## config.mk

```make
export PLATFORM = sky130hd
export DESIGN_NAME = ram_arbiter
export DESIGN_NICKNAME = d
export VERILOG_FILES = /design/src/rtl/ram_arb_pkg.sv /design/src/rtl/ram_arb_pick.sv /design/src/rtl/ram_arbiter.sv
export SDC_FILE = /design/constraint.sdc
export NUM_CORES = 1
export LEC_CHECK = 0
export ABC_AREA = 1
export ABC_CLOCK_PERIOD_IN_PS = 3670
export CELL_PAD_IN_SITES_DETAIL_PLACEMENT = 0
export CELL_PAD_IN_SITES_GLOBAL_PLACEMENT = 1
export CORE_MARGIN = 5
export CORE_UTILIZATION = 25
export DETAILED_ROUTE_END_ITERATION = 10
export MAX_ROUTING_LAYER = met4
export PLACE_DENSITY_LB_ADDON = 0.1
export SLEW_MARGIN = 20
export SYNTH_ARGS = -nofsm -noshare
export SYNTH_HDL_FRONTEND = slang
export SYNTH_SLANG_ARGS = --single-unit
```

## constraint.sdc

```tcl
create_clock -name clk -period 3.67 [get_ports clk]
set_input_delay 0.9175 -clock clk [delete_from_list [all_inputs] [get_ports clk]]
set_output_delay 0.9175 -clock clk [all_outputs]
set_load 0.01 [all_outputs]
```

## src/rtl/ram_arb_pkg.sv

```systemverilog
// Shared types and constants for the two-port RAM arbiter.
package ram_arb_pkg;

  typedef enum logic [1:0] {
    IDLE  = 2'd0,
    LOCK0 = 2'd1,
    LOCK1 = 2'd2
  } arb_state_e;

  localparam int PORT_CPU      = 0;
  localparam int PORT_DMA      = 1;
  localparam int DEF_MEM_DEPTH = 4096;

  function automatic logic [1:0] port_oh(input logic p);
    return p ? 2'b10 : 2'b01;
  endfunction

endpackage

```

## src/rtl/ram_arb_pick.sv

```systemverilog
// Combinational grant select: locked owner wins outright, otherwise round-robin on contention.
module ram_arb_pick
  import ram_arb_pkg::*;
(
  input  logic [1:0] req,
  input  logic       rr,
  input  arb_state_e state,
  output logic [1:0] gnt,
  output logic       sel
);

  always_comb begin
    sel = 1'(PORT_CPU);
    gnt = 2'b00;
    case (state)
      LOCK0: begin
        sel = 1'(PORT_CPU);
        gnt = {1'b0, req[0]};
      end
      LOCK1: begin
        sel = 1'(PORT_DMA);
        gnt = {req[1], 1'b0};
      end
      default: begin
        sel = (&req) ? rr : req[1];
        gnt = (|req) ? port_oh(sel) : 2'b00;
      end
    endcase
  end

endmodule

```

## src/rtl/ram_arbiter.sv

```systemverilog
// Shared single-port data RAM arbiter between CPU (port 0) and loader/DMA (port 1),
// with locked bursts, registered read return and out-of-range flagging.
module ram_arbiter
  import ram_arb_pkg::*;
#(
  parameter int ADDR_W    = 16,
  parameter int DATA_W    = 8,
  parameter int MEM_DEPTH = DEF_MEM_DEPTH,
  parameter int MAX_BURST = 4
) (
  input  logic                  clk,
  input  logic                  rst_n,
  input  logic [1:0]            req,
  input  logic [1:0]            lock,
  input  logic [1:0]            we,
  input  logic [2*ADDR_W-1:0]   addr,
  input  logic [2*DATA_W-1:0]   wdata,
  output logic [1:0]            gnt,
  output logic [DATA_W-1:0]     rdata,
  output logic [1:0]            rvalid,
  output logic [1:0]            err,
  output logic                  mem_we,
  output logic [ADDR_W-1:0]     mem_addr,
  output logic [DATA_W-1:0]     mem_wdata,
  input  logic [DATA_W-1:0]     mem_rdata
);

  localparam int CNT_W = $clog2(MAX_BURST + 1);
  localparam logic [CNT_W-1:0] CNT_MAX  = CNT_W'(MAX_BURST);
  localparam logic [ADDR_W:0]  DEPTH_C  = (ADDR_W + 1)'(MEM_DEPTH);
  localparam bit               ONE_SHOT = (MAX_BURST <= 1);

  logic [1:0][ADDR_W-1:0] a;
  logic [1:0][DATA_W-1:0] d;
  assign a = addr;
  assign d = wdata;

  arb_state_e        state;
  logic              rr;
  logic [CNT_W-1:0]  cnt, cnt_nxt;
  logic [1:0]        pick_gnt;
  logic              sel, oth, txn, in_rng;

  ram_arb_pick u_pick (
    .req   (req),
    .rr    (rr),
    .state (state),
    .gnt   (pick_gnt),
    .sel   (sel)
  );

  // Grant is gated by reset so an in-flight write cannot reach the falling edge.
  assign gnt     = rst_n ? pick_gnt : 2'b00;
  assign txn     = |gnt;
  assign oth     = ~sel;
  assign in_rng  = {1'b0, a[sel]} < DEPTH_C;
  assign cnt_nxt = (cnt == CNT_MAX) ? cnt : cnt + 1'b1;

  assign mem_we    = txn & we[sel] & in_rng;
  assign mem_addr  = txn ? a[sel] : '0;
  assign mem_wdata = txn ? d[sel] : '0;

  always_ff @(posedge clk or negedge rst_n) begin
    if (!rst_n) begin
      state  <= IDLE;
      rr     <= 1'b0;
      cnt    <= '0;
      rdata  <= '0;
      rvalid <= 2'b00;
      err    <= 2'b00;
    end else begin
      rvalid <= 2'b00;
      err    <= 2'b00;
      if (txn) begin
        rr <= oth;
        if (!we[sel]) begin
          rvalid <= port_oh(sel);
          rdata  <= in_rng ? mem_rdata : '0;
        end
        if (!in_rng) err <= port_oh(sel);
      end
      case (state)
        IDLE: begin
          if (txn && lock[sel] && !(ONE_SHOT && req[oth])) begin
            state <= sel ? LOCK1 : LOCK0;
            cnt   <= CNT_W'(1);
          end
        end
        default: begin
          // sel is the owner here; count saturates when nobody else is waiting.
          if (!req[sel] || !lock[sel] || (cnt_nxt == CNT_MAX && req[oth])) begin
            state <= IDLE;
            cnt   <= '0;
          end else begin
            cnt <= cnt_nxt;
          end
        end
      endcase
    end
  end

endmodule

```

==> flow_summary.yaml, run 1 <==
worst_setup_path:
  path_max_fanout: 13
  r2r-start: "state[1]"
  critPathArrivalTime_ps: 2620
  critPathLaunchType: "primary input"
  crit_slowest_cell: "clkdlybuf4s50_1"
  critical_path.top_delay_family: "buffers and inverters"
  slowest_delay_ps: 480
  crit_buf_inv: 4
  crit_top_cell: "nand2_1"
  crit_type: "primary input to output port"
  reg2reg_depth: 13
  required_ps: 2750
  end_kind: "output port"
  path_cells: "clkdlybuf4s50_1 -> nand2_1 -> nand2_1 -> nand2_4 -> nand2_8 -> buf_4 -> mux2_2 -> nand2_1 -> inv_1 -> dlygate4sd2_1"
  r2r_slack_ps: 1350
  r2r_end: "state[0]"
  critPathLaunch: "req[0]"
cells_and_area:
  diodes: 0
  drive_above_1_share: 0.187
  fin_nets: 419
  final_util: 0.470
  area_growth_pct: 80.9
  fin_area_um2: 2820
logic_synthesis:
  ys_ff_latch: 18
  ys_seq_area_frac: 0.289
  async_flop_share: 1.00
  syn_area_um2: 1560
  synth_most_common_cell: "nand2_1"
  synth_flop_cell: "dfrtp_1"
  syn_inst: 226
  syn_avg_cell_area_um2: 6.89
  synth.net_count: 296
  synthTopCellsByArea: "dfrtp_1 29%, nand2_1 18%, mux2_2 14%"
  yosysTopAreaCell: "dfrtp_1"
  synth_cell_type_count: 22
  synth_edf_count: 0
  synth_warnings: 0
  synth_top_area_share: 0.289
  synthTopCellsByCount: "75 x nand2_1, 46 x inv_1, 21 x nand3_1"
die:
  pin_count: 103
  die_width_um: 88.9
  core_um2: 5990
  core.rowCount: 28
  fp.dieArea_um2: 7900
  die_h_um: 88.9
  start_util: 0.260
clocking:
  htreeDepth: 1
  clock_sinks: 18
  root_buffer: "clkbuf_8"
  clk_pin_slew_ps: 70
  cts.path.max_buffers: 2
  postCtsHoldBufs: 0
  cts_tree: "yes"
  insertion_delay_ps: 260
  cts-buffers-inserted: 3
placed_design:
  dp.final_hpwl_um: 4130
  io_buffers: 102
  place_congestion: 0.712
  place_area_um2: 2760
  dp_slack_ps: -150
grt:
  grt_pass1_vias: 1753
  grt.overflow.total: 0
  antenna_found_initial: 0
  groute.usage.overall: 0.128
  grt_first_pass_wirelength_um: 7800
  grt_start_max_net_pins: 19
sta:
  finalHoldViolations: 0
  fin_skew_ps: 4.82
  finalMaxSlewViolations: 0
  finalSetupViolCount: 0
  fin_ws_ps: 134
  finalCritPeriodShare: 0.964
  period_needed_ps: 3540
  max-slew-margin-rel: 0.798
  max_freq_ghz: 0.283
  tightest_slew_ps: 302
  grt_setup_unrepaired: "false"
power_and_ir_drop:
  internal-power_uw: 1050
  peakVddDrop_uv: 265
  switching_share: 0.429
  p_comb_frac: 0.748
  p_leak_uw: 0.00160
  clkPwrFrac: 0.089
  switchingPower_uw: 790
  power.density_nw_per_um2: 654
  sequentialPowerShare: 0.162
min_path:
  holdPathEnd: "rdata[5]"
  min-delay-start: "rdata[5]"
  hold_depth: 2
  hold_class: "flop to flop"
drt:
  first_pass_iters: 4
  drc: 0
  antenna_left: 0
  routed_wirelength_um: 4880
  num_vias: 1751
  via_per_inst: 4.14
  drt_iter0_markers: 36
  post_drt_wl_per_cell_um: 11.5
job:
  drv_cap: 0
run_status:
  status: "finished, final reports clean"
[metal layers]
layer	vias up	wire, um	part of all wire	track usage
met5	-	0	0	-
met4	0	63	0.013	0.0371
met3	5	471	0.096	0.0424
met2	69	2220	0.45	0.200
met1	747	2130	0.44	0.157
li1	930	-	-	-
[through the flow]
stage,instances,hold WS [ps],TNS (ps),total power (uW)
2_1_floorplan,226,469,0,1110
3_3_place_gp,414,464,-2130,1730
3_5_place_dp,414,469,-2440,1720
4_1_cts,422,488,0,1870
5_1_grt,423,507,0,2020
6_report,423,482,0,1840
[layout make-up]
class                   count  area [um^2]
fillers                   590         3180
flip-flops and latches     18          450
clock buffers               4         55.1
inverters                  48          180
well taps                  75         93.8
multi-input cells         154          885
repair buffers            124         1150
[layout by cell type (no fill, tap or decap), types with 2 or more instances in the layout]
cell              n
buf_4            20
clkbuf_2          5
clkbuf_8          4
clkdlybuf4s50_1  76
dfrtp_1          18
dlygate4sd2_1    21
ha_1              6
inv_1            46
inv_2             2
mux2_2           20
nand2_1          75
nand2_2           2
nand2_4           2
nand3_1          21
nor2_1            8
nor3_1            2
o21ai_0           4
o21ai_1           3
o21ai_2           2
or2_2             4
[sequential cells by signal, indices dropped and copies added (netlist names)]
| name | count |
|---|---|
| rdata | 8 |
| cnt | 3 |
| err | 2 |
| rvalid | 2 |
| state | 2 |
| rr | 1 |
[tightest hold or removal path, stage by stage (launching register included)]
cell,delay (ps)
dfrtp_1,350
nand2_1,50
nand2_1,50
[worst max-delay path by stage]
| stage | end | depth (start not counted) |
|---|---|---|
| after floorplan | mem_addr[10] | 9 |
| after global placement | mem_we | 12 |
| after detailed placement | mem_we | 10 |
| after CTS | mem_addr[13] | 10 |
| after global routing | mem_addr[9] | 10 |
| final | mem_addr[9] | 10 |
[repair_timing]
action,CTS,global route
resized for setup,31,10
setup endpoints to repair,25,5
buffers inserted,4,1
pin swaps,1,1
[logic make-up (layout without fill, tap and decap cells)]
logic type | count (synthesis) | in the layout | share of synthesized area
buf+inv | 54 | 176 | 0.148
simple gates | 118 | 118 | 0.333
fa+ha+maj | 6 | 6 | 0.0482
compound gates | 10 | 10 | 0.0370
mux | 20 | 20 | 0.145
flops | 18 | 18 | 0.289
[power by group through the flow]
stage | Sequential (uW) | Clock [uW] | Combinational [uW]
2_1_floorplan | 314 | 0 | 801
6_report | 299 | 164 | 1380
3_5_place_dp | 303 | 0 | 1420
3_3_place_gp | 303 | 0 | 1420
4_1_cts | 300 | 169 | 1400
5_1_grt | 308 | 174 | 1540
Power figures use the tool's default switching activity.
==> inputs of run 2 (changes only) <==
--- a/config.mk
+++ b/config.mk
@@ -9,8 +9,9 @@
 export ABC_CLOCK_PERIOD_IN_PS = 3670
 export CELL_PAD_IN_SITES_DETAIL_PLACEMENT = 0
 export CELL_PAD_IN_SITES_GLOBAL_PLACEMENT = 1
-export CORE_MARGIN = 5
+export CORE_MARGIN = 4
 export CORE_UTILIZATION = 25
+export CTS_CLUSTER_DIAMETER = 200
 export DETAILED_ROUTE_END_ITERATION = 10
 export MAX_ROUTING_LAYER = met4
 export PLACE_DENSITY_LB_ADDON = 0.1
==> run 2 against run 1 <==
Net effect:
- flip-flop and latch count is the same
- register-to-register slack barely moved
- sequential power about the same
- via count rose by 1.1%
- total power is 2.3% lower
- utilization grew 0.084 points
- routed wire length shrank 3.1%
- critical path depth unchanged
- non-clock buffer count decreased by 3
- combinational power about the same
- cell count is 0.95% lower
==> flow_summary.yaml, run 2 (same netlist as run 1, synthesis figures left out) <==
drt:
  num_vias: 1770
  drt_iter0_markers: 51
  drc: 0
  first_pass_iters: 6
  post_drt_wl_per_cell_um: 11.3
  antenna_left: 0
  routed_wirelength_um: 4730
  via_per_inst: 4.22
clocking:
  root_buffer: "clkbuf_8"
  cts.path.max_buffers: 2
  cts-buffers-inserted: 3
  clk_pin_slew_ps: 60
  clock_sinks: 18
  htreeDepth: 1
  cts_tree: "yes"
  insertion_delay_ps: 240
die:
  die_width_um: 86.9
  core.rowCount: 28
  die_h_um: 86.9
  core_um2: 5990
  fp.dieArea_um2: 7550
  pin_count: 103
  start_util: 0.260
cells_and_area:
  fin_area_um2: 2820
  regArea_um2: 450
  diodes: 0
  largest_register: "rdata"
  final_cell_mix: "76 x clkdlybuf4s50_1, 75 x nand2_1, 46 x inv_1, 21 x nand3_1, 20 x mux2_2"
  area_growth_pct: 81.2
  fin_nets: 416
  largestRegisters: "rdata (8), cnt (3)"
  final_util: 0.471
  largest_reg_flops: 8
  n_fill_cell: 622
  multi_input_comb_area_um2: 885
  drive_above_1_share: 0.163
  final_common_cell: "clkdlybuf4s50_1"
run_status:
  status: "finished, final reports clean"
sta:
  finalHoldViolations: 0
  max_freq_ghz: 0.281
  max-slew-margin-rel: 0.799
  fin_skew_ps: 1.65
  finalMaxSlewViolations: 0
  grt_setup_unrepaired: "false"
  tns_ps: 0
  tightest_slew_ps: 301
  finalSetupViolCount: 0
  finalCritPeriodShare: 0.968
  period_needed_ps: 3550
grt:
  grt_pass1_vias: 1720
  grt.overflow.total: 0
  grt_first_pass_wirelength_um: 7640
  grt_start_max_net_pins: 21
  antenna_found_initial: 0
  groute.usage.overall: 0.128
worst_setup_path:
  r2r_end: "state[1]"
  required_ps: 2750
  crit_top_cell: "nand2_1"
  r2r-start: "state[1]"
  crit_slowest_cell: "clkdlybuf4s50_1"
  path_max_fanout: 14
  end_kind: "output port"
  r2r_slack_ps: 1360
  critPathArrivalTime_ps: 2640
  path_cells: "clkdlybuf4s50_1 -> nand2_1 -> nand2_1 -> nand2_4 -> nand2_8 -> buf_4 -> mux2_2 -> nand2_1 -> inv_1 -> dlygate4sd2_1"
  critPathLaunchType: "primary input"
  reg2reg_depth: 12
  crit_type: "primary input to output port"
  slowest_delay_ps: 470
min_path:
  hold_depth: 2
  min-delay-start: "rdata[7]"
  holdPathEnd: "rdata[7]"
  hold_class: "flop to flop"
power_and_ir_drop:
  power.density_nw_per_um2: 638
  p_leak_uw: 0.00168
  peakVddDrop_uv: 363
placed_design:
  place_area_um2: 2760
  place_congestion: 0.791
  dp.final_hpwl_um: 4030
  io_buffers: 102
job:
  drv_cap: 0
run 2: cell types whose count changed in the layout (fill, tap and decap cells not counted), sizes merged:
cell,previous run,this run
dlymetal6s2s,0,7
dlygate4sd2,21,18
clkbuf,9,3
buf,22,19
clkdlybuf4s15,0,1
run 2: report_power, final:
part,switching (uW),internal [uW]
logic,680,691
registers,38.6,261
clock network,56.6,72.6
total,775,1020
run 2: per-layer routing:
metal / track usage / wire [um] / up-vias
met5: - / 0 / -
met4: 0.0255 / 25 / 0
met3: 0.0407 / 394 / 2
met2: 0.194 / 2100 / 66
met1: 0.169 / 2210 / 779
li1: - / - / 923
run 2: worst max path at each step:
stage	from	slack, ps	end	cells after the start
floorplan	req[0]	810	mem_addr[10]	9
global placement	req[0]	-140	mem_we	12
detailed placement	req[1]	-150	mem_we	10
CTS	req[0]	-90	mem_wdata[7]	10
global route	req[0]	2	mem_addr[1]	10
finish	req[0]	120	mem_addr[0]	10
run 2: timing repair:
item / 4_1_cts / 5_1_grt
resized for setup: 24 / 10
hold buffers: 0 / 0
endpoints found under the setup margin: 25 / 8
buffers inserted: 1 / 0
run 2: final cells by class:
cell class / instances / share of cell area
clock buffers: 3 / 0.0146
inverters: 48 / 0.0639
multi-input cells: 154 / 0.314
flip-flops and latches: 18 / 0.160
well taps: 75 / 0.0333
repair buffers: 121 / 0.415
run 2: worst max-delay path: cells and delay by family:
family / cells / cell delay (ps)
buf+inv: 4 / 950
simple gates: 5 / 440
mux: 1 / 330
run 2: through the flow:
| step | std cells | hold slack, ps | setup slack [ps] | total power [uW] |
|---|---|---|---|---|
| 6_report | 419 | 483 | 116 | 1800 |
| 5_1_grt | 419 | 515 | 2.24 | 1980 |
| 4_1_cts | 419 | 487 | -88.7 | 1840 |
| 3_5_place_dp | 415 | 471 | -154 | 1720 |
| 3_3_place_gp | 415 | 462 | -143 | 1720 |
| 2_1_floorplan | 226 | 469 | 805 | 1110 |
